[src/rtl/csr_unit.sv]
// csr_unit: machine-mode CSR file and ECALL/MRET/illegal-trap redirect sequencer for the RV32I core.
// Define CSR_COUNTERS_EN to build the 64-bit mcycle/minstret counters and their read-only user shadows.
module csr_unit #(
  parameter logic [31:0] MTVEC_RESET = 32'h0000_0100
) (
  input  logic        clk_i,
  input  logic        rst_i,
  input  logic        valid_i,
  input  logic [31:0] pc_i,
  input  logic        csr_used_i,
  input  logic [2:0]  csr_op_i,
  input  logic        csr_imm_i,
  input  logic [4:0]  csr_src_i,
  input  logic [11:0] csr_addr_i,
  input  logic [31:0] rs1_i,
  input  logic        is_ecall_i,
  input  logic        is_mret_i,
  output logic [31:0] csr_rdata_o,
  output logic        busy_o,
  output logic        redirect_valid_o,
  output logic [31:0] redirect_pc_o,
  input  logic        redirect_ready_i
);
  typedef enum logic {IDLE, REDIRECT} state_t;

  localparam logic [2:0] OP_RW = 3'b001;
  localparam logic [2:0] OP_RS = 3'b010;
  localparam logic [2:0] OP_RC = 3'b100;

  state_t      state;
  logic        mie, mpie;
  logic [31:0] mtvec, mepc, mcause, mscratch;
  logic [31:0] mstatus_value;
  logic [63:0] cycle_view, instret_view;

  logic        accepted, do_ecall, do_mret, do_csr, op_valid;
  logic        write_req, illegal, trap, csr_we;
  logic        mapped, read_only;
  logic [31:0] old_value, src, wdata;

  assign busy_o           = (state == REDIRECT);
  assign redirect_valid_o = busy_o;

  // Only MIE and MPIE are stored; MPP is hard-wired to machine mode.
  assign mstatus_value = {19'b0, 2'b11, 3'b0, mpie, 3'b0, mie, 3'b0};

  assign accepted = valid_i & ~busy_o;
  assign do_ecall = accepted & is_ecall_i;
  assign do_mret  = accepted & ~is_ecall_i & is_mret_i;
  assign do_csr   = accepted & ~is_ecall_i & ~is_mret_i & csr_used_i;
  assign op_valid = (csr_op_i == OP_RW) | (csr_op_i == OP_RS) | (csr_op_i == OP_RC);

  // Set/clear with a zero source is a pure read, so it never faults on a read-only CSR.
  assign write_req = do_csr & op_valid & ((csr_op_i == OP_RW) | (csr_src_i != 5'd0));
  assign illegal   = do_csr & op_valid & (~mapped | (write_req & read_only));
  assign csr_we    = write_req & ~illegal;
  assign trap      = do_ecall | illegal;

  assign src = csr_imm_i ? {27'b0, csr_src_i} : rs1_i;

  always_comb begin
    // NOTE: every combinational output gets a default first so no latch is inferred.
    mapped    = 1'b1;
    read_only = 1'b0;
    old_value = '0;
    case (csr_addr_i)
      12'h300: old_value = mstatus_value;
      12'h305: old_value = mtvec;
      12'h340: old_value = mscratch;
      12'h341: old_value = mepc;
      12'h342: old_value = mcause;
      12'hF14: read_only = 1'b1;
      12'hB00: old_value = cycle_view[31:0];
      12'hB80: old_value = cycle_view[63:32];
      12'hB02: old_value = instret_view[31:0];
      12'hB82: old_value = instret_view[63:32];
      12'hC00: begin old_value = cycle_view[31:0];    read_only = 1'b1; end
      12'hC80: begin old_value = cycle_view[63:32];   read_only = 1'b1; end
      12'hC02: begin old_value = instret_view[31:0];  read_only = 1'b1; end
      12'hC82: begin old_value = instret_view[63:32]; read_only = 1'b1; end
      default: mapped = 1'b0;
    endcase
  end

  always_comb begin
    wdata = src;
    case (csr_op_i)
      OP_RS:   wdata = old_value | src;
      OP_RC:   wdata = old_value & ~src;
      default: wdata = src;
    endcase
  end

  assign csr_rdata_o = (do_csr & op_valid & ~illegal) ? old_value : 32'h0;

`ifdef CSR_COUNTERS_EN
  logic [63:0] mcycle, minstret, mcycle_next, minstret_next;

  assign cycle_view   = mcycle;
  assign instret_view = minstret;

  // A write to one half replaces that half's increment and suppresses the carry for that edge.
  always_comb begin
    mcycle_next   = mcycle + 64'd1;
    minstret_next = minstret + {63'b0, accepted & ~trap};
    if (csr_we && csr_addr_i == 12'hB00) mcycle_next = {mcycle[63:32], wdata};
    if (csr_we && csr_addr_i == 12'hB80) mcycle_next = {wdata, mcycle[31:0]};
    if (csr_we && csr_addr_i == 12'hB02) minstret_next = {minstret[63:32], wdata};
    if (csr_we && csr_addr_i == 12'hB82) minstret_next = {wdata, minstret[31:0]};
  end

  always_ff @(posedge clk_i) begin
    if (rst_i) begin
      mcycle   <= '0;
      minstret <= '0;
    end else begin
      mcycle   <= mcycle_next;
      minstret <= minstret_next;
    end
  end
`else
  assign cycle_view   = '0;
  assign instret_view = '0;
`endif

  always_ff @(posedge clk_i) begin
    if (rst_i) begin
      // NOTE: sequential state uses non-blocking assignments so all registers update together.
      state         <= IDLE;
      redirect_pc_o <= '0;
      mie           <= 1'b0;
      mpie          <= 1'b0;
      mtvec         <= {MTVEC_RESET[31:2], 2'b00};
      mepc          <= '0;
      mcause        <= '0;
      mscratch      <= '0;
    end else begin
      if (csr_we) begin
        case (csr_addr_i)
          12'h300: begin mie <= wdata[3]; mpie <= wdata[7]; end
          12'h305: mtvec    <= {wdata[31:2], 2'b00};
          12'h340: mscratch <= wdata;
          12'h341: mepc     <= {wdata[31:2], 2'b00};
          12'h342: mcause   <= wdata;
          default: ;
        endcase
      end
      if (trap) begin
        mepc          <= {pc_i[31:2], 2'b00};
        mcause        <= do_ecall ? 32'd11 : 32'd2;
        mpie          <= mie;
        mie           <= 1'b0;
        redirect_pc_o <= mtvec;
        state         <= REDIRECT;
      end else if (do_mret) begin
        mie           <= mpie;
        mpie          <= 1'b1;
        redirect_pc_o <= mepc;
        state         <= REDIRECT;
      end else if (state == REDIRECT && redirect_ready_i) begin
        state <= IDLE;
      end
    end
  end
endmodule

[config.mk]
export PLATFORM = sky130hd
export DESIGN_NAME = csr_unit
export DESIGN_NICKNAME = d
export VERILOG_FILES = /design/src/rtl/csr_unit.sv
export SDC_FILE = /design/constraint.sdc
export NUM_CORES = 1
export LEC_CHECK = 0
export CORE_ASPECT_RATIO = 1.25
export CORE_MARGIN = 5
export CORE_UTILIZATION = 40
export DETAILED_ROUTE_END_ITERATION = 8
export MAX_ROUTING_LAYER = met4
export SYNTH_ARGS = -nofsm -noshare
export SYNTH_HDL_FRONTEND = slang
export SYNTH_SLANG_ARGS = --single-unit
[constraint.sdc]
create_clock -name clk_i -period 4.6 [get_ports clk_i]
set_input_delay 0.92 -clock clk_i [delete_from_list [all_inputs] [get_ports clk_i]]
set_output_delay 0.92 -clock clk_i [all_outputs]
set_load 0.05 [all_outputs]
; Word level (Yosys, flattened, before mapping)
; Cells that the tools add are included.
[word_totals]
regBits = 159
in_bits = 92
output_inout_bits = 66
elab_cells = 95
[classes]
eq_ne = 17
muxes = 25
bitwise_logic = 25
n_reduce_logical = 20
[op_table]
columns = operator, n
row1 = 32-bit two-way mux, 10
row2 = 32-bit one-hot mux with 5 select lines, 1
row3 = 12-bit == test (second input constant), 9
row4 = 32-bit one-hot mux with 2 select lines, 1
row5 = 12-bit by 10-bit == test with 1-bit output (second input constant), 5
row6 = 32-bit AND, 1
row7 = 32-bit inverter, 1
row8 = 32-bit bitwise OR, 1
row9 = 14-bit OR reduction, 1
row10 = 1-bit AND, 12
row11 = 1-bit two-way mux, 12
row12 = 2-bit AND reduction, 6
row13 = 2-bit nonzero test, 6
row14 = 3-bit nonzero test, 3
row15 = 1-bit inverter, 5
row16 = 1-bit bitwise OR, 5
row17 = 5-bit nonzero test, 1
row18 = 5-bit OR reduction, 1
row19 = 4-bit two-way mux, 1
row20 = 3-bit by 1-bit == test with 1-bit output (second input constant), 1
row21 = 3-bit by 2-bit == test with 1-bit output (second input constant), 1
row22 = 3-bit == test (second input constant), 1
row23 = 2-bit OR reduction, 1
row24 = 1-bit logical AND, 1

; Logic depth before layout (Yosys ltp)
[logic_depth]
depth_word = 15
depth_mapped = 10
mapped_depth_nobuf = 6

; Worst setup path before layout
; OpenSTA, ideal clock, no wires.
[synth_path]
path_type = in2out
startpoint = input port csr_addr_i[5]
endpoint = output port csr_rdata_o[11]
arrival_time_ns = 3.495
t_required_ns = 3.680
setup_slack_ns = 0.185
path_stages = 8
path_buffers = 4
cell_sequence = clkbuf_1 or4b_1 clkbuf_1 nor4_2 clkbuf_1 clkbuf_1 a32oi_1 nor2_1
[synth_between]
elab_chain_cells = 9
word_cells_on_any_way = 26
cone_classes = 14 x eq/ne / 4 x mux / 6 x bitwise / 2 x reduce/logical
[synth_rtl]
columns = item, line
row1 = "start, declared", 14  ; input logic [11:0] csr_addr_i,
row2 = 12-bit by 10-bit == test with 1-bit output / 12-bit == test (equally long branches), 66  ; case (csr_addr_i)
row3 = 14-bit OR reduction (no line) / 5-bit OR reduction (equally long branches), --
row4 = 1-bit two-way mux, 66
row5 = 1-bit inverter / 1-bit AND (equally long branches), 55  ; assign illegal = do_csr & op_valid & (~mapped | (write_req & read_only));
row6 = 1-bit bitwise OR, 55
row7 = 1-bit AND, 55
row8 = 1-bit inverter, 94  ; assign csr_rdata_o = (do_csr & op_valid & ~illegal) ? old_value : 32'h0;
row9 = 1-bit AND, 94
row10 = 32-bit two-way mux *, 94
row11 = "end, declared", 18  ; output logic [31:0] csr_rdata_o,
; Mark *: on every way between the ends. The rest lies on a longest branch, timed or not.

; Worst setup path after layout
[layout_path]
startpoint = input port csr_addr_i[3]
endpoint = output port csr_rdata_o[17]
; Same word-level chain as after synthesis.

==> metrics.md <==
| Metric | Value |
|---|---|
| Final worst path period share | `between 90 and 100%` |
| Clock tree from TritonCTS | `yes` |
| Final weighted congestion in routability-driven placement | `0.918` |
| Leading cell types by total area after synthesis | `sky130_fd_sc_hd__dfxtp_1 (36%), sky130_fd_sc_hd__mux2i_1 (7.4%), sky130_fd_sc_hd__nand2_1 (7.4%)` |
| Count of pins on the block boundary | `~160` |
| Max Root-Sink Buffers | `2` |
| Shortest clock period the worst path allows after layout | `roughly 4.4 ns` |
| Core outline area | `21,600 um^2` |
| Die W | `143 um` |
| IO Port Bufs | `153` |
| Post-synthesis xor/xnor area fraction | `less than 1%` |
| Hold Crit Class | `register to register` |
| Number of distinct library cells after synthesis | `61` |
| Fill cell count | `2,107` |
| Dominant synthesized flop cell | `sky130_fd_sc_hd__dfxtp_1` |
| Post-layout net count | `~1.3k` |
| Max capacitance violation total | `0` |
| FF+latch count, synth | `157` |
| Via/cell ratio | `about 6.2` |
| Number of standard cells after synthesis | `around 1.1k` |
| Routing layer with the top usage in global route | `met2` |
| Violations in the final reports | `DRC` |
| Power density normalized to cell area | `around 270 nW/um^2` |
| Ys async rst share | `0%` |
| Total detailed-routing wirelength | `around 34,000 um` |
| CP endpoint kind | `primary output` |
| Number of H-tree levels | `4` |
| Clock root buffer master | `sky130_fd_sc_hd__clkbuf_16` |
| Worst-path maximum fanout | `24` |
| Clock power frac | `around 44%` |
| Switching share of total power | `between 20 and 30%` |
| Yosys warnings | `0` |
| Initial Utilization | `around two fifths` |
| Slew of the pin with the lowest slew margin | `between 1 and 1.5 ns` |
| Post-synthesis simple-gate area fraction | `between 20% and 30%` |
| NetSw | `slightly above 0.0008 W` |
| Vertical die dimension | `~180 um` |
| Tightest hold margin | `between 0.4 and 0.5 ns` |
| Final ANT Viol Nets | `0` |
| Multiplexer share of the synthesized area | `10.7%` |
| Result of the run | `finished with violations` |
| Met2 track demand over resource in global routing | `between 40 and 50%` |
| Sequential cell area fraction in the yosys report | `between 30% and 40%` |
| Final hold violation count | `0` |
| Total clock sinks | `157` |
| Cell types with the highest counts after synthesis | `sky130_fd_sc_hd__nand2_1 (172), sky130_fd_sc_hd__dfxtp_1 (157), sky130_fd_sc_hd__nor2_1 (106), sky130_fd_sc_hd__clkbuf_1 (90)` |
| Data required time at the worst endpoint | `about 3.7 ns` |
| Final-report setup violation count | `0` |
| Relative contribution of combinational cells to total power | `11.7%` |
| Global router's overall resource usage | `27.0%` |
| Highest clock frequency the design can meet | `~230 MHz` |
| Clock latency reported for the late side of the worst-skew pair | `around 0.42 ns` |
| Worst Path Class, Setup | `input port to primary output` |
| Overall overflow remaining after global route | `0` |
| Synth-to-layout area growth | `33.0%` |
| Leak pwr | `around 3.7 nW` |
| Worst-case vdd ir drop | `0.265 mV` |
| Vias in the first global route | `approximately 9k` |
| Share of synthesized cell area in full adder, half adder and majority cells | `0%` |
| Setup WS post-layout | `about 0.16 ns` |
| Number of diodes | `0` |
| Iteration count of the initial detailed-routing pass | `9` |
| Met3 track demand over resource in global routing | `5.72%` |
| Cell type with the highest aggregate area in the netlist | `sky130_fd_sc_hd__dfxtp_1` |
| Cell internal pwr | `0.00237 W` |
| Post-Place Worst Slack | `~0.17 ns` |
| Detailed Route Iter0 Violations | `around 1.0k` |
| Cell area after synthesis | `around 9000 um^2` |
| Maximum number of pins on one net before global-route repair | `88` |
| Drt drc | `3` |
| First-pass GRT wire length | `52,100 um` |
| Routing usage on met1 | `about a third` |
| Area of placed instances | `11,100 um^2` |
| Fraction of the mapped netlist area in compound gates | `a little under a quarter` |
| Area of the die | `25,000 um^2` |
| Most frequent cell after synthesis | `sky130_fd_sc_hd__nand2_1` |
| Number of rows created at floorplan | `60` |
| Post-detailed-placement half-perimeter wirelength | `about 22,000 um` |
| Slew headroom | `26.2%` |
| CTS Hold Buffers Added | `0` |
| Arrival time at the worst endpoint | `between 3 and 4 ns` |
| Clock transition at the registers of the reported paths | `roughly 0.07 ns` |
| Initial antenna violation count | `0` |
| Avg Inst Size Synth | `between 7 and 8 um^2` |
| Number of buffers inserted during clock tree synthesis | `17` |
| Number of flops mapped to enable cells by yosys | `0` |
| Final non-filler cell area | `roughly 12,000 um^2` |
| Power share of the sequential group | `44.1%` |
| Wirelength per Cell | `22.2 um` |
| Share of cells above drive strength 1 | `roughly 13%` |
| Combinational family with the most area after synthesis | `simple AND/OR/NAND/NOR gates` |
| Startpoint class of the critical path | `input port` |
| Yosys top cell area share | `between 30% and 40%` |
| Worst clock skew | `approximately 0.0084 ns` |
| Total vias in the final route | `approximately 9.4k` |
| Final Slew Violations | `0` |
-- per-layer routing --
| metal | vias to the layer above | part of all wire, % | routed length [um] |
|---|---|---|---|
| li1 | 4370 | - | - |
| met1 | 4520 | 41 | 13800 |
| met2 | 473 | 47 | 16000 |
| met3 | 82 | 8.6 | 2900 |
| met4 | 0 | 3.0 | 995 |
| met5 | - | 0 | 0 |
-- worst max-delay path: stages --
cell and delay [ns]:
sky130_fd_sc_hd__clkdlybuf4s50_1 0.43, sky130_fd_sc_hd__or4b_1 0.57, sky130_fd_sc_hd__a2111o_1 0.38, sky130_fd_sc_hd__or2_1 0.25, sky130_fd_sc_hd__o21ai_0 0.21, sky130_fd_sc_hd__nand2_2 0.14
sky130_fd_sc_hd__buf_12 0.19, sky130_fd_sc_hd__nor2_1 0.23, sky130_fd_sc_hd__buf_12 0.17
-- stage by stage --
step / power (W) / util [%] / instances / TNS [ns]
after floorplan: 0.00162 / - / 1103 / 0
after global placement: 0.00179 / 51.3 / 1487 / 0
after detailed placement: 0.00180 / 51.3 / 1487 / 0
after CTS: 0.00319 / 54.0 / 1519 / 0
after global routing: 0.00329 / 54.0 / 1519 / -0.193
final: 0.00318 / 54.0 / 1519 / 0
-- area by class of cell --
| class | instances | area (um^2) | area share (%) |
|---|---|---|---|
| clock buffers | 24 | 472 | 4.04 |
| clock inverters | 8 | 106 | 0.910 |
| inverters | 8 | 30.0 | 0.257 |
| multi-input cells | 826 | 5230 | 44.8 |
| flip-flops and latches | 157 | 3140 | 26.9 |
| well taps | 279 | 349 | 2.99 |
| repair buffers | 217 | 2350 | 20.1 |
-- state kept, by name (all words and copies together), names as in the netlist --
signal and cells:
busy_o 1, mcause 32, mepc 30, mie 1
mpie 1, mscratch 32, mtvec 30, redirect_pc_o 30
-- kinds of logic (layout without fill, tap and decap cells) --
logic type      after synthesis  count (layout)
simple gates                445             445
compound gates              287             287
flops                       157             157
buf+inv                     120             257
mux                          91              91
other cells                   1               2
xor+xnor                      1               1
-- final timing paths --
| path | startpoint | end | slack, ns | cells past startpoint |
|---|---|---|---|---|
| worst max-delay path | csr_addr_i[3] | csr_rdata_o[17] | 0.16 | 9 |
| worst min-delay path | mscratch[25] | mscratch[25] | 0.45 | 2 |
| worst max register to register | busy_o | mepc[3] | 1.58 | 8 |
| worst min register to register | mscratch[25] | mscratch[25] | 0.45 | 2 |
-- what timing repair did --
action	CTS	global route
hold endpoints to repair	0	0
buffers inserted	0	0
resized for setup	0	1
setup endpoints to repair	0	7
-- power groups by stage --
stage | logic (W) | registers (W) | clock network (W)
after global routing | 0.000398 | 0.00140 | 0.00149
final | 0.000373 | 0.00140 | 0.00140
after detailed placement | 0.000368 | 0.00143 | 0
after CTS | 0.000369 | 0.00140 | 0.00142
after floorplan | 0.000184 | 0.00144 | 0
after global placement | 0.000364 | 0.00143 | 0
-- layout by cell type, fill, tap and decap left out, types with 30 or more instances in the layout --
cell	n
sky130_fd_sc_hd__clkdlybuf4s50_1	119
sky130_fd_sc_hd__nand2_1	171
sky130_fd_sc_hd__a21oi_1	64
sky130_fd_sc_hd__dfxtp_1	157
sky130_fd_sc_hd__o21ai_0	44
sky130_fd_sc_hd__nand4_1	61
sky130_fd_sc_hd__mux2i_1	65
sky130_fd_sc_hd__buf_4	63
sky130_fd_sc_hd__a31oi_1	30
sky130_fd_sc_hd__nor2_1	106
sky130_fd_sc_hd__buf_12	34
Note: power is estimated with default switching activity, not from simulation.
